[config.mk]
export PLATFORM = sky130hd
export DESIGN_NAME = move_sequencer_flat
export DESIGN_NICKNAME = d
export VERILOG_FILES = /design/src/rtl/move_sequencer_pkg.sv /design/src/rtl/move_sequencer_if.sv /design/src/rtl/move_sequencer_dir_fifo.sv /design/src/rtl/move_sequencer.sv /design/src/flat_wrapper.sv
export SDC_FILE = /design/constraint.sdc
export NUM_CORES = 1
export LEC_CHECK = 0
export BUFFER_PORTS_ARGS = -buffer_cell sky130_fd_sc_hd__buf_4
export CAP_MARGIN = 10
export CELL_PAD_IN_SITES_DETAIL_PLACEMENT = 1
export CELL_PAD_IN_SITES_GLOBAL_PLACEMENT = 2
export CORE_MARGIN = 4
export CORE_UTILIZATION = 35
export DETAILED_ROUTE_END_ITERATION = 10
export GPL_TIMING_DRIVEN = 0
export PLACE_DENSITY = 0.81
export SYNTH_ARGS = -nofsm -noshare
export SYNTH_HDL_FRONTEND = slang
export SYNTH_SLANG_ARGS = --single-unit
[constraint.sdc]
create_clock -name clk -period 3.6 [get_ports clk]
set_input_delay 0.36 -clock clk [delete_from_list [all_inputs] [get_ports clk]]
set_output_delay 0.36 -clock clk [all_outputs]
set_load 0.005 [all_outputs]
[src/rtl/move_sequencer_pkg.sv]
// move_sequencer_pkg: direction codes, sequencer states and key priority encoder
package move_sequencer_pkg;
    localparam logic [3:0] DIR_U = 4'b0001;
    localparam logic [3:0] DIR_D = 4'b0010;
    localparam logic [3:0] DIR_L = 4'b0100;
    localparam logic [3:0] DIR_R = 4'b1000;
    typedef enum logic [1:0] {S_IDLE, S_MOVE, S_STORE} state_t;
    // Simultaneous presses collapse to one command, U > D > L > R
    function automatic logic [3:0] prio_dir(input logic [3:0] p);
        return p[0] ? DIR_U : p[1] ? DIR_D : p[2] ? DIR_L : p[3] ? DIR_R : 4'b0000;
    endfunction
endpackage

[src/rtl/move_sequencer_if.sv]
// move_sequencer_if: key inputs, datapath handshake and status outputs of the sequencer
interface move_sequencer_if #(
    parameter int FIFO_DEPTH = 4,
    parameter int STEP_W = 10
);
    localparam int CW = $clog2(FIFO_DEPTH) + 1;
    logic U, D, L, R, move_able;
    logic [3:0] code;
    logic move, store, busy, drop;
    logic [CW-1:0] pending;
    logic [STEP_W-1:0] step_cnt;
    modport master(
        input U, D, L, R, move_able,
        output code, move, store, busy, drop, pending, step_cnt
    );
    modport slave(
        output U, D, L, R, move_able,
        input code, move, store, busy, drop, pending, step_cnt
    );
endinterface

[src/rtl/move_sequencer_dir_fifo.sv]
// dir_fifo: pending-move queue of one-hot directions; push/pop arrive pre-qualified
module dir_fifo #(
    parameter int DEPTH = 4
) (
    input  logic                     clk,
    input  logic                     clr,
    input  logic                     push,
    input  logic                     pop,
    input  logic [3:0]               din,
    output logic [3:0]               dout,
    output logic                     full,
    output logic                     empty,
    output logic [$clog2(DEPTH):0]   count
);
    localparam int AW = $clog2(DEPTH);
    logic [3:0] mem [DEPTH];
    logic [AW-1:0] wp, rp;
    assign dout = mem[rp];
    assign full = count == (AW + 1)'(DEPTH);
    assign empty = count == '0;
    // Pointers wrap naturally since DEPTH is a power of two
    always_ff @(posedge clk or posedge clr)
        if (clr) begin
            wp <= '0;
            rp <= '0;
            count <= '0;
        end else begin
            if (push) wp <= wp + 1'b1;
            if (pop) rp <= rp + 1'b1;
            count <= count + {{AW{1'b0}}, push} - {{AW{1'b0}}, pop};
        end
    // Storage needs no reset; occupancy decides what is valid
    always_ff @(posedge clk)
        if (push) mem[wp] <= din;
endmodule

[src/rtl/move_sequencer.sv]
// move_sequencer: turns key presses into queued single-step move/store commands
module move_sequencer
    import move_sequencer_pkg::*;
#(
    parameter int FIFO_DEPTH = 4,
    parameter int STEP_W = 10,
    parameter int REPEAT_CYC = 25_000_000
) (
    input logic clk,
    input logic clr,
    move_sequencer_if.master bus
);
    localparam int TW = REPEAT_CYC > 1 ? $clog2(REPEAT_CYC) : 1;
    localparam logic [TW-1:0] T_LAST = TW'(REPEAT_CYC > 0 ? REPEAT_CYC - 1 : 0);
    logic [3:0] keys, prev, press, cmd, dout;
    logic [TW-1:0] timer;
    logic single, changed, rep, pop, push, full, empty;
    state_t state;
    assign keys = {bus.R, bus.L, bus.D, bus.U};
    assign single = $onehot(keys);
    assign changed = keys != prev;
    assign rep = (REPEAT_CYC > 0) && single && !changed && timer == T_LAST;
    assign press = (keys & ~prev) | (rep ? keys : 4'b0000);
    assign cmd = prio_dir(press);
    assign pop = state == S_IDLE && !empty;
    assign push = |press && (!full || pop);
    assign bus.busy = state != S_IDLE || !empty;
    dir_fifo #(.DEPTH(FIFO_DEPTH)) u_fifo (
        .clk(clk), .clr(clr), .push(push), .pop(pop), .din(cmd),
        .dout(dout), .full(full), .empty(empty), .count(bus.pending)
    );
    // Key history and auto-repeat timer; the timer only runs while one key is held steady
    always_ff @(posedge clk or posedge clr)
        if (clr) begin
            prev <= '0;
            timer <= '0;
        end else begin
            prev <= keys;
            timer <= (single && !changed && !rep) ? timer + 1'b1 : '0;
        end
    // Command FSM: pop, evaluate with move, commit with store; all outputs registered
    always_ff @(posedge clk or posedge clr)
        if (clr) begin
            state <= S_IDLE;
            bus.code <= '0;
            bus.move <= 1'b0;
            bus.store <= 1'b0;
            bus.drop <= 1'b0;
            bus.step_cnt <= '0;
        end else begin
            bus.drop <= |press && full && !pop;
            bus.move <= 1'b0;
            bus.store <= 1'b0;
            case (state)
                S_IDLE:
                    if (!empty) begin
                        bus.code <= dout;
                        bus.move <= 1'b1;
                        state <= S_MOVE;
                    end
                S_MOVE:
                    if (bus.move_able) begin
                        bus.store <= 1'b1;
                        if (!(&bus.step_cnt)) bus.step_cnt <= bus.step_cnt + 1'b1;
                        state <= S_STORE;
                    end else state <= S_IDLE;
                default: state <= S_IDLE;
            endcase
        end
endmodule

[src/flat_wrapper.sv]
// flat-port wrapper written by rule: the top's interface ports become plain ports
module move_sequencer_flat import move_sequencer_pkg::*;
#(
    parameter int FIFO_DEPTH = 4,
    parameter int STEP_W = 10,
    parameter int REPEAT_CYC = 25_000_000
)
  (clk, clr, bus_U, bus_D, bus_L, bus_R, bus_move_able, bus_code, bus_move, bus_store, bus_busy, bus_drop, bus_pending, bus_step_cnt);
  move_sequencer_if #(.FIFO_DEPTH(FIFO_DEPTH), .STEP_W(STEP_W)) bus_i ();
  input logic clk;
  input logic clr;
  input wire logic [$bits(bus_i.U)-1:0] bus_U;
  input wire logic [$bits(bus_i.D)-1:0] bus_D;
  input wire logic [$bits(bus_i.L)-1:0] bus_L;
  input wire logic [$bits(bus_i.R)-1:0] bus_R;
  input wire logic [$bits(bus_i.move_able)-1:0] bus_move_able;
  output wire logic [$bits(bus_i.code)-1:0] bus_code;
  output wire logic [$bits(bus_i.move)-1:0] bus_move;
  output wire logic [$bits(bus_i.store)-1:0] bus_store;
  output wire logic [$bits(bus_i.busy)-1:0] bus_busy;
  output wire logic [$bits(bus_i.drop)-1:0] bus_drop;
  output wire logic [$bits(bus_i.pending)-1:0] bus_pending;
  output wire logic [$bits(bus_i.step_cnt)-1:0] bus_step_cnt;
  assign bus_i.U = bus_U;
  assign bus_i.D = bus_D;
  assign bus_i.L = bus_L;
  assign bus_i.R = bus_R;
  assign bus_i.move_able = bus_move_able;
  assign bus_code = bus_i.code;
  assign bus_move = bus_i.move;
  assign bus_store = bus_i.store;
  assign bus_busy = bus_i.busy;
  assign bus_drop = bus_i.drop;
  assign bus_pending = bus_i.pending;
  assign bus_step_cnt = bus_i.step_cnt;
  move_sequencer #(.FIFO_DEPTH(FIFO_DEPTH), .STEP_W(STEP_W), .REPEAT_CYC(REPEAT_CYC)) u_core (.clk(clk), .clr(clr), .bus(bus_i));
endmodule
# == After elaboration in Yosys (flattened, before gate mapping) ==
# Memory sizes are Yosys's and may differ from the RTL's. A register that Yosys moved wholly into a read port is not among the register bits.
# Cells that the tools add are included.
# totals
ram_bits,16
regBits,51
out_inout_bits,21
input_bits,7
word_cells,67
memories,1
# memory_table
name,words,width,read_ports,rd_clocked_by_memory_dff,wr,line,rtl
u_core.u_fifo.mem,4,4,1,1,1,move_sequencer_dir_fifo.sv:16,logic [3:0] mem [DEPTH];
# op_classes
muxes,15
eq_ne,6
bitwise_logic,5
n_addsub,9
n_reduce_logical,21
# op_table
op,n
$add A25 B1 Y25 const B,1
$eq A25 B25 Y1 const B,1
$mux W25,1
$mux W4,5
$add A10 B1 Y10 const B,1
$reduce_and A10 Y1,1
$logic_and A1 B1 Y1,7
$mux W1,6
$logic_not A1 Y1,5
$add A1 B1 Y2,2
$add A2 B1 Y2 const B,2
$and A4 B4 Y4,1
$mux W2,2
$ne A4 B4 Y1,1
$not A4 Y4,1
$or A4 B4 Y4,1
$pmux W2 S2,1
$reduce_or A4 Y1,1
$add A3 B1 Y3,1
$add A3 B3 Y3,1
$eq A3 B1 Y1 const B,1
$eq A3 B3 Y1 const B,1
$logic_not A3 Y1,1
$reduce_and A3 Y1,1
8 further kinds,10

# == Depth between registers and ports, before layout ==
# logic_depth
ltp_word,11
mapped_depth,13

# == Cells and area by module ==
# A second synthesis with hierarchy kept.
# hier_totals
hier_cells,298
hier_area_um2,3514.6
# by_module_without_submodules
module,cells_each,n_inst,area_per_inst_um2
move_sequencer,242,1,2543.7
dir_fifo,56,1,970.9

# == Worst setup path before layout ==
# Ideal clock, no wire load.
# synth_timing
path_type,in2reg
from,in bus_R
to,reg u_core.u_fifo.count[2]
t_arrival_ns,3.555
slack_ns,-0.078
t_required_ns,3.477
stages,12
setup_ns,0.123
path_cell_list,ha_1 -> ha_1 -> fa_1 -> or4b_2 -> o31ai_4 -> inv_1 -> ha_1 -> inv_1 -> ha_1 -> fa_1 -> xnor2_1 -> xnor2_1
# synth_via
elab_chain_cells,11
elab_cells_between_ends,14
# synth_rtl
element,line,rtl
from (decl),flat_wrapper.sv:15,input wire logic [$bits(bus_i.R)-1:0] bus_R;
$add A1 B1 Y2 (not written as such),move_sequencer.sv:20,assign single = $onehot(keys);
$add A3 B3 Y3 (not written as such),move_sequencer.sv:20,
$eq A3 B1 Y1,move_sequencer.sv:20,
$logic_and A1 B1 Y1 (2 in a row),move_sequencer.sv:22,assign rep = (REPEAT_CYC > 0) && single && !changed && timer == T_LAST;
$mux W4,move_sequencer.sv:23,assign press = (keys & ~prev) | (rep ? keys : 4'b0000);
$or A4 B4 Y4 (*),move_sequencer.sv:23,
$reduce_or A4 Y1 (*),move_sequencer.sv:26,assign push = |press && (!full || pop);
$logic_and A1 B1 Y1 (*),move_sequencer.sv:26,
$add A3 B1 Y3 (*),move_sequencer_dir_fifo.sv:30,"count <= count + {{AW{1'b0}}, push} - {{AW{1'b0}}, pop};"
$sub A3 B1 Y3 (*),move_sequencer_dir_fifo.sv:30,
to (signal assigned),move_sequencer_dir_fifo.sv:30,
to (decl),move_sequencer_dir_fifo.sv:13,output logic [$clog2(DEPTH):0] count
# Every way passes the cells marked *; elsewhere a longest branch is shown, timed or not.
# A chain may end at the register's enable or synchronous reset.

# == Final worst setup path ==
# Same ends and word-level chain as after synthesis.

==> results by group <==
Run status
  • Status: finished clean

Clock network
  • Postcts setup bufs: 0
  • CTS-repair resized insts: 0
  • CTS Buf Count: 9
  • CTS tree: yes
  • # hold bufs at CTS: 0
  • Clk slew on worst S/H paths: 0.08 ns
  • Root buf cell: clkbuf_8
  • Num Clock Sinks: 71
  • Clock Latency Late Sink: 0.35 ns
  • CTS Buffer Depth: 2
  • H-tree levels: 3

Logic synthesis
  • Register area share after synthesis: 55.4%
  • Number of flops mapped to enable cells by yosys: 16
  • Synth cell types: 40
  • Synth warnings: 0
  • Syn avg cell area: 11.8 sq um
  • Yosys top cell by area: dfrtp_1
  • Netlist Area Pre-Place: 3350 sq um
  • Share of the synthesized area in the top cell type: 41.1%
  • FF+latch count, synth: 71
  • Synth area leaders: dfrtp_1 (41%), edfxtp_1 (14%), ha_1 (5.6%), xnor2_1 (5.2%), nor2_1 (3.9%)
  • Post-Synthesis Cells: approximately 280
  • Syn nets: ~310
  • Post-synth top flop: dfrtp_1
  • Ys async rst share: 77.5%

Pwr
  • Pwr dens: between 600 and 700 nW/um^2
  • Total Power: 2.49 mW
  • Leakage power: 1.66 nW
  • Worst vdd ir: 0.000193 V

Route
  • Via density: about 4.8
  • Top layer in use: met4
  • Routed WL per cell: roughly 15 um
  • M1 WL: between 3 and 4 mm
  • Met2 WL post-DR: around 3.0 mm
  • Drt first pass iters: 4
  • Total detailed-routing wirelength: 6.68 mm
  • Met3 wire len: 236 um
  • Residual DRC count: 0
  • Final ANT Viol Nets: 0
  • First DRT Iteration DRCs: 66
  • DR vias: between 2000 and 2500

Setup path
  • Crit path from: bus_R
  • Crit path DAT: roughly 3.7 ns
  • Path depth of the worst reg2reg path: 11
  • Crit path kind: input pin to flip-flop
  • CP endpoint kind: flip-flop
  • Crit path to: u_core.u_fifo.count[2]
  • Worst reg-to-reg setup slack: 0.43 ns
  • Critical Path RT: 3.87 ns
  • Critical R2R Launch: u_core.timer[12]
  • Critical Path Source Type: input pin
  • CP Max Fanout: 7
  • Reg2reg end: u_core.u_fifo.count[2]

STA
  • Max Fclk: 0.294 GHz
  • RSZ-0062 raised after global routing: false
  • Slew @ Worst Pin: ~1.1 ns
  • Total negative slack: 0 ns
  • Hold Vio Cnt, Final: 0
  • Pins Over Slew Limit: 0
  • # setup viols final: 0
  • Rel. slew slack: 25.7%
  • Min Clock Period, post-route: about 3.4 ns
  • Clock skew: 0.0103 ns
  • Final period util: 94.6%

Place
  • Placed Instances: 440
  • Dpl hpwl: around 4.8 mm
  • Dpl cell area: about 3700 sq um
  • Port bufs: 27
  • Final RePlAce weighted congestion: between 0.7 and 0.8

Finish
  • Area growth, synth to finish: 18.1%
  • Non-Filler Instances: 456
  • Commonest non-fill, non-tap cell in the layout: dfrtp_1
  • Design area: 3960 sq um
  • Layout cells sized above 1: a little over a fifth
  • Final #Nets: 346
  • # diodes: 0
  • Most frequent cells in the layout: dfrtp_1 (55), nor2_1 (35), buf_4 (27)

Floorplan
  • Core Rows: 35
  • Core ar.: ~9300 sq um
  • DIE HEIGHT: between 100 and 150 um
  • Die X: ~110 um
  • Initial Util: 36.1%
  • IO Count: 28
  • Area of the die: roughly 11000 sq um

GRT
  • Largest net degree at the start of global routing: 30
  • Global-route wire length before repair: 11.3 mm
  • Tot GR Track Use: a little over an eighth
  • Number of global-route vias before repair: 2232
  • Remaining Overflow, GRT: 0
  • Initial antenna violation count: 0

Run
  • Max-Cap Viols: 0

Worst hold path
  • HP Class: input pin to async pin
[synthesized netlist by cell type (3+ instances only)]
library cell / n
nand4_1: 9
ha_1: 15
nor2_1: 35
mux4_2: 4
or3_1: 3
mux2_2: 5
nor4_1: 7
dfrtp_1: 55
a21oi_1: 6
xor2_1: 15
xnor2_1: 20
nor3_1: 8
edfxtp_1: 16
and2_2: 4
buf_2: 3
nand3_1: 8
inv_1: 17
and4_1: 3
nand2_1: 21
[registers in the layout (all words and copies together), names as in the netlist]
register / flops
u_core.u_fifo.count: 3
u_core.bus.drop: 1
u_core.bus.code: 4
u_core.bus.step_cnt: 10
u_core.u_fifo.mem: 16
u_core.bus.store: 1
u_core.bus.move: 1
u_core.prev: 4
u_core.u_fifo.rp: 2
u_core.state: 2
u_core.u_fifo.wp: 2
u_core.timer: 25
[where the power goes]
part | total [mW] | leakage, nW | internal (mW) | switching, mW
Clock | 0.706 | 0.114 | 0.392 | 0.314
Sequential | 1.12 | 0.868 | 1.00 | 0.121
Combinational | 0.657 | 0.675 | 0.358 | 0.299
[how the worst min path moves through the flow]
stage,endpoint,slack [ns]
2_1_floorplan,u_core.prev[0],0.39
3_3_place_gp,u_core.state[0],0.47
3_5_place_dp,u_core.bus.step_cnt[7],0.48
4_1_cts,u_core.bus.step_cnt[5],0.09
5_1_grt,u_core.bus.code[3],0.12
6_report,u_core.bus.code[3],0.09
[per-layer routing]
metal	vias to the layer above	track usage (%)
met5	-	0
met4	0	7.22
met3	12	2.94
met2	34	19.8
met1	1093	17.2
li1	1065	-
[cells by family (layout without fill, tap and decap cells)]
family / Yosys count / after routing / synth area share, %
xor+xnor: 35 / 35 / 9.15
mux: 10 / 10 / 4.82
compound gates: 12 / 12 / 2.61
flops: 71 / 71 / 55.4
simple gates: 116 / 116 / 18.7
fa+ha+maj: 17 / 17 / 6.79
buf+inv: 22 / 66 / 2.58
[through the flow]
stage	util [%]	setup slack (ns)	hold slack, ns
floorplan	-	0.170	0.391
global placement	40.1	-0.104	0.472
detailed placement	40.3	-0.166	0.482
CTS	42.7	0.176	0.0910
global route	42.7	0.0556	0.118
finish	42.7	0.194	0.0868
[cell type report]
type | instances | area (sq um)
fill | 1044 | 5320
sequential | 71 | 1860
multi-input combinational | 190 | 1410
timing repair buffer | 28 | 223
tap | 129 | 161
clock buffer | 9 | 124
clock inverter | 7 | 96.3
inverter | 17 | 63.8
buffer | 5 | 22.5
[worst max-delay path, cell delays in order]
cell and delay (ns):
buf_4 0.13, ha_1 0.30, ha_1 0.22, fa_1 0.45, or4b_4 0.60, o31ai_4 0.33
inv_1 0.08, ha_1 0.28, inv_1 0.04, ha_1 0.19, fa_1 0.38, xnor2_1 0.18
xnor2_1 0.14
(Power assumes the default switching activity.)
